## config.mk

```make
export PLATFORM = sky130hd
export DESIGN_NAME = bubble_host_sequencer
export DESIGN_NICKNAME = d
export VERILOG_FILES = /design/src/rtl/bubble_seq_pkg.sv /design/src/rtl/bubble_seq_timer.sv /design/src/rtl/bubble_host_sequencer.sv
export SDC_FILE = /design/constraint.sdc
export NUM_CORES = 1
export LEC_CHECK = 0
export BUFFER_PORTS_ARGS = -buffer_cell sky130_fd_sc_hd__buf_2
export CORE_MARGIN = 3
export CORE_UTILIZATION = 60
export DETAILED_ROUTE_END_ITERATION = 6
export MAX_ROUTING_LAYER = met4
export PLACE_DENSITY = 0.87
export SLEW_MARGIN = 20
export SYNTH_ARGS = -nofsm -noshare
export SYNTH_HDL_FRONTEND = slang
export SYNTH_SLANG_ARGS = --single-unit
export TNS_END_PERCENT = 50
```

## constraint.sdc

```tcl
create_clock -name master_clock_i -period 8.3 [get_ports master_clock_i]
set_input_delay 0.83 -clock master_clock_i [delete_from_list [all_inputs] [get_ports master_clock_i]]
set_output_delay 0.83 -clock master_clock_i [all_outputs]
set_load 0.03 [all_outputs]
```

## src/rtl/bubble_seq_pkg.sv

```systemverilog
// ============================================================================
// Module   : bubble_seq_pkg
// Brief    : Shared state encoding, default 50 MHz timing and helpers for the
//            bubble host sequencer.
// Revision : 1.0 - initial release
// ============================================================================
`default_nettype none

package bubble_seq_pkg;

    localparam int unsigned c_cmd_cnt_w        = 8;

    localparam int unsigned c_pwr_dly_cyc      = 150000;
    localparam int unsigned c_boot_lead_cyc    = 25000;
    localparam int unsigned c_boot_shift_cyc   = 2193873;
    localparam int unsigned c_boot_loop_dly    = 212;
    localparam int unsigned c_lead_cyc         = 37500;
    localparam int unsigned c_rep_dly_cyc      = 500;
    localparam int unsigned c_rep_w_cyc        = 341;
    localparam int unsigned c_hold_cyc         = 336992;
    localparam int unsigned c_sample_div       = 4;

    typedef enum logic [3:0] {
        S_PWR        = 4'd0,
        S_WAIT_TEMP  = 4'd1,
        S_BOOT_LEAD  = 4'd2,
        S_BOOT_SHIFT = 4'd3,
        S_BOOT_LOOP  = 4'd4,
        S_READY      = 4'd5,
        S_LEAD       = 4'd6,
        S_SEEK       = 4'd7,
        S_REP        = 4'd8,
        S_HOLD       = 4'd9
    } seq_state_e;

    // Timer reload value giving a state length of max(n,1) cycles.
    function automatic int unsigned span(input int unsigned n);
        return (n == 32'd0) ? 32'd0 : n - 32'd1;
    endfunction

endpackage

`default_nettype wire

```

## src/rtl/bubble_seq_timer.sv

```systemverilog
// ============================================================================
// Module   : bubble_seq_timer
// Brief    : Loadable down-counter shared by every timed sequencer state.
// Revision : 1.0 - initial release
// ============================================================================
`default_nettype none

module bubble_seq_timer #(
    parameter int               CNT_W   = 22,
    parameter logic [CNT_W-1:0] RST_VAL = '0
) (
    input  logic             master_clock_i,
    input  logic             reset_i,
    input  logic             load_i,
    input  logic [CNT_W-1:0] load_val_i,
    output logic [CNT_W-1:0] value_o,
    output logic             expire_o
);

    logic [CNT_W-1:0] value_q;

    always_ff @(posedge master_clock_i) begin
        if (reset_i) begin
            value_q <= RST_VAL;
        end else if (load_i) begin
            value_q <= load_val_i;
        end else if (value_q != '0) begin
            value_q <= value_q - CNT_W'(1);
        end
    end

    assign value_o  = value_q;
    assign expire_o = (value_q == '0);

endmodule

`default_nettype wire

```

## src/rtl/bubble_host_sequencer.sv

```systemverilog
// ============================================================================
// Module   : bubble_host_sequencer
// Brief    : Power/boot handshake and N-page shift/replicator burst sequencer.
//            Optional per-shift capture enabled by BUBBLE_SEQ_CAPTURE_EN.
// Revision : 1.0 - initial release
// ============================================================================
`default_nettype none

module bubble_host_sequencer
    import bubble_seq_pkg::*;
#(
    parameter int          CH             = 2,
    parameter int          CNT_W          = 22,
    parameter int unsigned PWR_DLY_CYC    = c_pwr_dly_cyc,
    parameter int unsigned BOOT_LEAD_CYC  = c_boot_lead_cyc,
    parameter int unsigned BOOT_SHIFT_CYC = c_boot_shift_cyc,
    parameter int unsigned BOOT_LOOP_DLY  = c_boot_loop_dly,
    parameter int unsigned LEAD_CYC       = c_lead_cyc,
    parameter int unsigned REP_DLY_CYC    = c_rep_dly_cyc,
    parameter int unsigned REP_W_CYC      = c_rep_w_cyc,
    parameter int unsigned HOLD_CYC       = c_hold_cyc,
    parameter int unsigned SAMPLE_DIV     = c_sample_div
) (
    input  logic                   master_clock_i,
    input  logic                   reset_i,
    input  logic                   temperature_low_i,
    input  logic [CH-1:0]          bubble_out_i,
    input  logic                   cmd_valid_i,
    output logic                   cmd_ready_o,
    input  logic [CNT_W-1:0]       cmd_seek_i,
    input  logic [c_cmd_cnt_w-1:0] cmd_count_i,
    output logic                   power_good_o,
    output logic                   bubble_shift_enable_o,
    output logic                   replicator_enable_o,
    output logic                   bootloop_enable_o,
    output logic                   busy_o,
    output logic                   done_o,
    output logic [CH-1:0]          data_out_o,
    output logic                   data_valid_o
);

    seq_state_e               state_q, state_d;
    logic                     pg_q, shift_q, rep_q, boot_q, busy_q, done_q, ready_q;
    logic                     temp_q, temp_prev_q, first_q;
    logic [c_cmd_cnt_w-1:0]   pages_q;
    logic [CNT_W-1:0]         seek_q;

    logic                     w_load, w_expire, w_accept, w_temp_rise;
    logic [CNT_W-1:0]         w_load_val, w_seek_span, w_timer_value;
    logic                     w_unused_timer;

    bubble_seq_timer #(
        .CNT_W   (CNT_W),
        .RST_VAL (CNT_W'(span(PWR_DLY_CYC)))
    ) u_timer (
        .master_clock_i (master_clock_i),
        .reset_i        (reset_i),
        .load_i         (w_load),
        .load_val_i     (w_load_val),
        .value_o        (w_timer_value),
        .expire_o       (w_expire)
    );

    assign w_unused_timer = ^w_timer_value;
    assign w_accept       = cmd_valid_i & ready_q;
    assign w_temp_rise    = temp_q & ~temp_prev_q;
    assign w_seek_span    = (seek_q == '0) ? '0 : seek_q - CNT_W'(1);

    // Next state and timer reload; the reload always accompanies state entry.
    always_comb begin
        state_d    = state_q;
        w_load     = 1'b0;
        w_load_val = '0;
        case (state_q)
            S_PWR:        if (w_expire) state_d = S_WAIT_TEMP;
            S_WAIT_TEMP:  if (w_temp_rise) begin
                              state_d = S_BOOT_LEAD;  w_load = 1'b1;
                              w_load_val = CNT_W'(span(BOOT_LEAD_CYC));
                          end
            S_BOOT_LEAD:  if (w_expire) begin
                              state_d = S_BOOT_SHIFT; w_load = 1'b1;
                              w_load_val = CNT_W'(span(BOOT_SHIFT_CYC));
                          end
            S_BOOT_SHIFT: if (w_expire) begin
                              state_d = S_BOOT_LOOP;  w_load = 1'b1;
                              w_load_val = CNT_W'(span(BOOT_LOOP_DLY));
                          end
            S_BOOT_LOOP:  if (w_expire) state_d = S_READY;
            S_READY:      if (w_accept && cmd_count_i != '0) begin
                              state_d = S_LEAD;       w_load = 1'b1;
                              w_load_val = CNT_W'(span(LEAD_CYC));
                          end
            S_LEAD:       if (w_expire) begin
                              state_d = S_SEEK;       w_load = 1'b1;
                              w_load_val = first_q ? w_seek_span : CNT_W'(span(REP_DLY_CYC));
                          end
            S_SEEK:       if (w_expire) begin
                              state_d = S_REP;        w_load = 1'b1;
                              w_load_val = CNT_W'(span(REP_W_CYC));
                          end
            S_REP:        if (w_expire) begin
                              state_d = S_HOLD;       w_load = 1'b1;
                              w_load_val = CNT_W'(span(HOLD_CYC));
                          end
            S_HOLD:       if (w_expire) begin
                              if (pages_q > c_cmd_cnt_w'(1)) begin
                                  state_d = S_LEAD;   w_load = 1'b1;
                                  w_load_val = CNT_W'(span(LEAD_CYC));
                              end else begin
                                  state_d = S_READY;
                              end
                          end
            default:      state_d = S_PWR;
        endcase
    end

    always_ff @(posedge master_clock_i) begin
        if (reset_i) begin
            state_q     <= S_PWR;
            pg_q        <= 1'b1;
            shift_q     <= 1'b1;
            rep_q       <= 1'b1;
            boot_q      <= 1'b0;
            busy_q      <= 1'b0;
            done_q      <= 1'b0;
            ready_q     <= 1'b0;
            temp_q      <= 1'b0;
            temp_prev_q <= 1'b0;
            first_q     <= 1'b0;
            pages_q     <= '0;
            seek_q      <= '0;
        end else begin
            state_q     <= state_d;
            temp_q      <= temperature_low_i;
            temp_prev_q <= temp_q;
            pg_q        <= (state_d == S_PWR);
            shift_q     <= !(state_d inside {S_BOOT_SHIFT, S_SEEK, S_REP, S_HOLD});
            rep_q       <= (state_d != S_REP);
            busy_q      <= (state_d != S_READY);
            ready_q     <= (state_d == S_READY);
            boot_q      <= boot_q | (state_q == S_BOOT_LOOP && state_d == S_READY);
            done_q      <= (state_q == S_HOLD && state_d == S_READY)
                         | (w_accept && cmd_count_i == '0);
            if (state_q == S_READY && state_d == S_LEAD) begin
                pages_q <= cmd_count_i;
                seek_q  <= cmd_seek_i;
                first_q <= 1'b1;
            end else if (state_q == S_HOLD && state_d == S_LEAD) begin
                pages_q <= pages_q - c_cmd_cnt_w'(1);
                first_q <= 1'b0;
            end else if (state_q == S_HOLD && state_d == S_READY) begin
                pages_q <= '0;
            end
        end
    end

    assign power_good_o          = pg_q;
    assign bubble_shift_enable_o = shift_q;
    assign replicator_enable_o   = rep_q;
    assign bootloop_enable_o     = boot_q;
    assign busy_o                = busy_q;
    assign done_o                = done_q;
    assign cmd_ready_o           = ready_q;

`ifdef BUBBLE_SEQ_CAPTURE_EN
    localparam int c_div_w = (SAMPLE_DIV > 1) ? $clog2(SAMPLE_DIV) : 1;

    logic [c_div_w-1:0] div_q;
    logic [CH-1:0]      sample_q;
    logic               sample_vld_q;

    // Samples land in the first HOLD cycle and then every SAMPLE_DIV cycles.
    always_ff @(posedge master_clock_i) begin
        if (reset_i) begin
            div_q        <= '0;
            sample_q     <= '0;
            sample_vld_q <= 1'b0;
        end else begin
            sample_vld_q <= 1'b0;
            if (state_d == S_HOLD) begin
                if (state_q != S_HOLD || div_q == c_div_w'(SAMPLE_DIV - 1)) begin
                    div_q        <= '0;
                    sample_q     <= bubble_out_i;
                    sample_vld_q <= 1'b1;
                end else begin
                    div_q <= div_q + c_div_w'(1);
                end
            end
        end
    end

    assign data_out_o   = sample_q;
    assign data_valid_o = sample_vld_q;
`else
    localparam int unsigned c_unused_div = SAMPLE_DIV;
    logic w_unused_bubble;

    assign w_unused_bubble = ^bubble_out_i;
    assign data_out_o      = '0;
    assign data_valid_o    = 1'b0;
`endif

endmodule

`default_nettype wire

```

==> impl_metrics.ini, run 1 <==
[setup_path]
timing.rr.start = u_timer.value_o[0]
cp.required_ns = 8.50
cp-start-kind = flop
startpoint = u_timer.value_o[0]
reg2reg_depth = 8
cp_max_fo = 12
criticalPathCategory = reg2reg
cp.arrival_ns = 3.62
critPathCaptureType = flop

[clocking]
cts_resized = 0
clk_latency_ns = 0.35
cts.htree.levels = 3
root_buffer = clkbuf_8
cts_num_sinks = 66
hold_buffers = 0
cts_buffers = 9
postCtsSetupBuffers = 0
cts_tree = built
clk_pin_slew_ns = 0.08
cts_buffer_depth = 2

[place]
dp_cells = 583
place_congestion = 0.970
portBuffers = 40
place.detailed.hpwl_mm = 6.77

[floorplanning]
rows = 28
initial_core_util_pct = 63.4
fp.dieArea_sq_um = 7440
die_x_um = 86.3
core_sq_um = 6100
die_h_um = 86.3
ioPinCount = 46

[final_layout]
multi_input_area_sq_um = 2380
final_cells = 599
diodes = 0
drive_gt1_share_pct = 15.3
register_area_sq_um = 1320
final_nets = 560
utilization_pct = 70.3
areaGrowthSynthToFinish_pct = 10.8
fillers = 490

[logic_synthesis]
yosysWarnings = 0
synth_seq_cells = 66
synth_cell_types = 66
synth_area_sq_um = 3860
synth-seq-area-share_pct = 34.2
synth-edff-count = 0
async_flop_share_pct = 0
syn_avg_cell_area_sq_um = 7.81
synth_flop_cell = dfxtp_1
netlist_instances = 495

[detailed_routing]
drt_first_pass_iters = 6
via_per_inst = 6.27
drtAntennaViolNets = 0
drc_errors = 0
post_drt_wl_per_cell_um = 16.2
drt-initial-drc-count = 501
via_count = 3758
wl_mm = 9.73

[min_path]
holdPathStages = 1
hold_path.class = reg2reg
holdCritStartpoint = temp_q

[sta]
holdWs_ns = 0.467
setup_violations = 0
timing.final.crit_share_pct = 41.2
fin_skew_ns = 0.00932
rsz0062_at_grt = false
fmax_mhz = 292
timing_hold_violations_final = 0
setup_tns_ns = 0
slew_violations = 0
period_needed_ns = 3.42
relSlewSlack_pct = 41.1
tightest_slew_ns = 0.884

[flow_run]
maxCapViolCount = 0

[pwr]
p_leak_uw = 0.00158
p_per_area_nw_per_um2 = 155
ir_worst_vdd_v = 0.000122

[status]
outcome = finished clean

[grt]
grt-ovfl-total = 0
grt_pass1_vias = 3428
grt_pass1_wl_mm = 16.5
grt_use_total_pct = 28.5
grt_start_max_net_pins = 49
antenna_found_initial = 0
area by class of cell:
cell class / instances / area share, %
inverters: 10 / 0.876
flip-flops and latches: 66 / 30.9
clock buffers: 11 / 3.53
repair buffers: 42 / 5.02
multi-input cells: 390 / 55.5
clock inverters: 5 / 1.99
well taps: 75 / 2.19
cells in the final DEF, fill, tap and decap left out, drive strengths merged, types with 4 or more instances in the layout:
cell	n
xnor2	15
nand2b	4
ha	5
o21a	4
nor4	19
o21ai	21
nand3	7
nor2	37
or3	7
clkbuf	11
nor2b	7
inv	11
a22oi	10
nand2	89
nor3	18
a31oi	7
or4	12
buf	42
a221oi	4
xor2	23
dfxtp	66
or2	4
a21oi	42
stage by stage:
| stage | cell area [sq um] | power (uW) | setup WS (ns) |
|---|---|---|---|
| 3_3_place_gp | 4040 | 349 | 4.43 |
| 2_1_floorplan | 3870 | 340 | 5.54 |
| 4_1_cts | 4270 | 663 | 4.75 |
| 5_1_grt | 4280 | 681 | 4.67 |
| 6_report | 4280 | 663 | 4.88 |
| 3_5_place_dp | 4040 | 349 | 4.40 |
flip-flops by register name (all words and copies together), names as in the netlist, 4 cells and up:
| signal | flops |
|---|---|
| seek_q | 22 |
| state_q | 4 |
| pages_q | 8 |
| u_timer.value_o | 22 |
path summary, 6_finish.rpt:
check                       endpoint  slack, ns
setup / recovery  u_timer.value_o[6]       4.88
hold / removal           temp_prev_q       0.47
setup reg to reg  u_timer.value_o[6]       4.88
hold reg to reg          temp_prev_q       0.47
synth_stat cells, types with 4 or more instances:
| library cell | count | area share, % |
|---|---|---|
| a22oi_1 | 10 | 1.9 |
| a31oi_1 | 7 | 1.1 |
| nand3_1 | 7 | 0.91 |
| nand2b_1 | 4 | 0.65 |
| nor2b_1 | 7 | 1.1 |
| nor3_1 | 17 | 2.2 |
| buf_2 | 5 | 0.65 |
| buf_4 | 4 | 0.78 |
| nand2_1 | 89 | 8.6 |
| ha_1 | 5 | 1.6 |
| nor2_1 | 37 | 3.6 |
| dfxtp_1 | 66 | 34 |
| or4_1 | 9 | 1.7 |
| o21ai_0 | 19 | 2.5 |
| inv_1 | 10 | 0.97 |
| clkbuf_1 | 20 | 1.9 |
| or3_1 | 7 | 1.1 |
| a21oi_1 | 41 | 5.3 |
| xor2_1 | 23 | 5.2 |
| o21a_1 | 4 | 0.78 |
| xnor2_1 | 14 | 3.2 |
| nor4_1 | 16 | 2.6 |
where the power goes:
group | leakage (uW) | internal, uW | switching (uW)
Clock | 0.000116 | 187 | 134
Combinational | 0.000928 | 9.16 | 13.4
Sequential | 0.000533 | 318 | 1.50
routing by layer:
layer | up-vias | GRT usage (%) | wire length [um]
met5 | - | - | 0
li1 | 1823 | - | -
met3 | 33 | 4.85 | 804
met2 | 183 | 43.4 | 4420
met4 | 0 | 11.5 | 255
met1 | 1719 | 37.7 | 4240
cells by family after synthesis:
| family | Yosys count | synth area share, % |
|---|---|---|
| DFF | 66 | 34.2 |
| and+or+nand+nor | 222 | 29.3 |
| adders and majority gates | 5 | 1.62 |
| other | 1 | 0.0970 |
| muxes | 1 | 0.259 |
| AOI/OAI and AO/OA | 121 | 20.8 |
| xor gates and xnor gates | 38 | 8.81 |
| buffers and inverters | 41 | 4.92 |
worst max-delay path: stages, from the launching register on:
cell and delay, ns:
dfxtp_1 0.34, inv_1 0.09, ha_1 0.18, or3b_1 0.44, or4_1 0.65, nor2_1 0.71
nor2_1 0.39, a221oi_1 0.38, nand3_1 0.10
Note: power is estimated with default switching activity, not from simulation.
==> inputs of run 2 (changes only) <==
--- a/config.mk
+++ b/config.mk
@@ -5,12 +5,13 @@
 export SDC_FILE = /design/constraint.sdc
 export NUM_CORES = 1
 export LEC_CHECK = 0
+export ABC_AREA = 1
 export BUFFER_PORTS_ARGS = -buffer_cell sky130_fd_sc_hd__buf_2
 export CORE_MARGIN = 3
-export CORE_UTILIZATION = 60
+export CORE_UTILIZATION = 54
 export DETAILED_ROUTE_END_ITERATION = 6
 export MAX_ROUTING_LAYER = met4
-export PLACE_DENSITY = 0.87
+export PLACE_DENSITY = 0.82
 export SLEW_MARGIN = 20
 export SYNTH_ARGS = -nofsm -noshare
 export SYNTH_HDL_FRONTEND = slang
==> constraint.sdc (replaced) <==
create_clock -name master_clock_i -period 2.85 [get_ports master_clock_i]
set_input_delay 0.285 -clock master_clock_i [delete_from_list [all_inputs] [get_ports master_clock_i]]
set_output_delay 0.285 -clock master_clock_i [all_outputs]
set_load 0.03 [all_outputs]
==> run 2 against run 1 <==
Compared with the run above:
- highest routed layer unchanged
- clock skew shrank 0.0024 ns
- critical endpoint is now u_timer.value_o[3]
- combinational power grew to 3.3 times the previous value
- clock power grew 100%
- sequential share of layout area shrank 2.5 points
- via count grew 12%
- largest power group is now sequential cells
- area after synthesis grew 10%
- final area grew 8.8%
- synthesized cell count grew 31%
- die area grew 21%
- global-route usage shrank 3.0 points
- non-clock buffer count grew 2
- first-iteration DRC count shrank 37%
==> impl_metrics.ini, run 2 <==
[setup_path]
criticalPathCategory = reg2reg
timing.rr.start = u_timer.value_o[0]
crit_path_end = u_timer.value_o[3]
startpoint = u_timer.value_o[0]
cp.required_ns = 3.05
rrSetupSlack_ns = 0.55
cp-start-kind = flop
cp.arrival_ns = 2.50
cp_max_fo = 15
r2r_end = u_timer.value_o[3]
critPathCaptureType = flop
reg2reg_depth = 13

[logic_synthesis]
yosys.area.top_type = dfxtp_1
yosysWarnings = 0
yosysTopAreaCellShare_pct = 31.0
synth_common_cells = nand2_1 (134), nor2_1 (95), inv_1 (74)
synth_seq_cells = 66
synth_most_common_cell = nand2_1
synth_cell_types = 42
async_flop_share_pct = 0
netlist_instances = 650
synth.area.top_cells = dfxtp_1 (31%), nand2_1 (12%), nor2_1 (8.4%)
synth-seq-area-share_pct = 31.0
syn_avg_cell_area_sq_um = 6.56
synth_flop_cell = dfxtp_1
synth_area_sq_um = 4270
synth-edff-count = 0

[sta]
slew_violations = 0
period_needed_ns = 2.30
fmax_mhz = 435
timing_hold_violations_final = 0
tightest_slew_ns = 1.00
setup_violations = 0
relSlewSlack_pct = 33.3
timing.final.crit_share_pct = 80.7
setup_tns_ns = 0
fin_skew_ns = 0.00692
rsz0062_at_grt = false

[clocking]
cts_resized = 0
cts_tree = built
cts_buffers = 9
clk_latency_ns = 0.35
cts.htree.levels = 3
postCtsSetupBuffers = 0
root_buffer = clkbuf_8
hold_buffers = 0
cts_buffer_depth = 2
clk_pin_slew_ns = 0.07
cts_num_sinks = 66

[detailed_routing]
drt-initial-drc-count = 317
wl_mm = 10.5
drtAntennaViolNets = 0
drt_first_pass_iters = 5
post_drt_wl_per_cell_um = 13.2
via_count = 4205
via_per_inst = 5.32
drc_errors = 0

[flow_run]
maxCapViolCount = 0

[final_layout]
areaGrowthSynthToFinish_pct = 9.21
final_common_cell = nand2_1
drive_gt1_share_pct = 15.8
diodes = 0
final_nets = 729
final_cell_mix = nand2_1 (134), nor2_1 (95), inv_1 (74)
fillers = 687

[grt]
antenna_found_initial = 0
grt_use_total_pct = 25.5
grt-ovfl-total = 0
grt_start_max_net_pins = 40
grt_pass1_vias = 3918
grt_pass1_wl_mm = 17.5

[floorplanning]
rows = 31
ioPinCount = 46
die_h_um = 94.9
die_x_um = 94.9
core_sq_um = 7450
fp.dieArea_sq_um = 9000
initial_core_util_pct = 57.3

[place]
place.detailed.hpwl_mm = 8.01
portBuffers = 40
place_congestion = 0.955

[status]
outcome = finished clean

[pwr]
p_leak_uw = 0.00227
p_per_area_nw_per_um2 = 354
ir_worst_vdd_v = 0.000254
power_uw = 1650

[min_path]
hold_path.class = in2reg
## run 2: layout make-up
class	instances	area (sq um)	share of cell area (%)
Sequential cell	66	1320	28.4
Multi-Input combinational cell	478	2490	53.5
Inverter	89	338	7.25
Clock buffer	11	131	2.82
Tap cell	99	124	2.66
Timing Repair Buffer	44	230	4.94
Clock inverter	4	20.0	0.430
## run 2: cell families (layout without fill, tap and decap cells)
| kind of cell | Yosys count | in the layout | synth area share [%] |
|---|---|---|---|
| AND/OR/NAND/NOR | 324 | 324 | 35.4 |
| AO/OA/AOI/OAI | 112 | 112 | 14.4 |
| buffers and inverters | 108 | 148 | 10.7 |
| flip-flops | 66 | 66 | 31.0 |
| XOR/XNOR | 34 | 34 | 6.98 |
| adder cells (fa/ha/maj) | 5 | 5 | 1.47 |
| other | 1 | 3 | 0.0879 |
## run 2: critical path, stage by stage (launching register included)
cell and delay [ns]:
dfxtp_1 0.33, inv_1 0.11, ha_1 0.22, nand2_1 0.14, nor2_2 0.19, nand2_1 0.12, nor2_4 0.20, o21ai_2 0.10
nand3_4 0.22, inv_2 0.16, o21ai_0 0.15, nand3_1 0.11, nand2_1 0.07, nand2_1 0.04
## run 2: power breakdown
part	internal [uW]	total [uW]	switching [uW]
Clock	305	644	340
Sequential	928	932	3.52
Combinational	28.7	73.9	45.1
## run 2: stage by stage
step	setup WS, ns	std cells	utilization (%)	hold WS [ns]	instance area (sq um)
finish	0.551	791	62.6	0.133	4660
floorplan	1.07	652	-	0.392	4270
global route	0.339	791	62.6	0.127	4660
CTS	0.565	791	62.6	0.122	4660
global placement	0.710	776	60.5	0.443	4510
detailed placement	0.583	776	60.5	0.443	4510
## run 2: worst min path at each step
| stage | start | endpoint | slack (ns) | cells past startpoint |
|---|---|---|---|---|
| after floorplan | temperature_low_i | temp_q | 0.39 | 2 |
| after global placement | bootloop_enable_o | bootloop_enable_o | 0.44 | 2 |
| after detailed placement | bootloop_enable_o | bootloop_enable_o | 0.44 | 2 |
| after CTS | temperature_low_i | temp_q | 0.12 | 3 |
| after global routing | temperature_low_i | temp_q | 0.13 | 3 |
| final | temperature_low_i | temp_q | 0.13 | 3 |
## run 2: metal layers
layer,routed length (um),track usage (%),up-vias
li1,-,-,2146
met1,4750,31.7,1889
met2,4750,40.6,142
met3,654,5.02,28
met4,295,10.2,0
met5,0,-,-
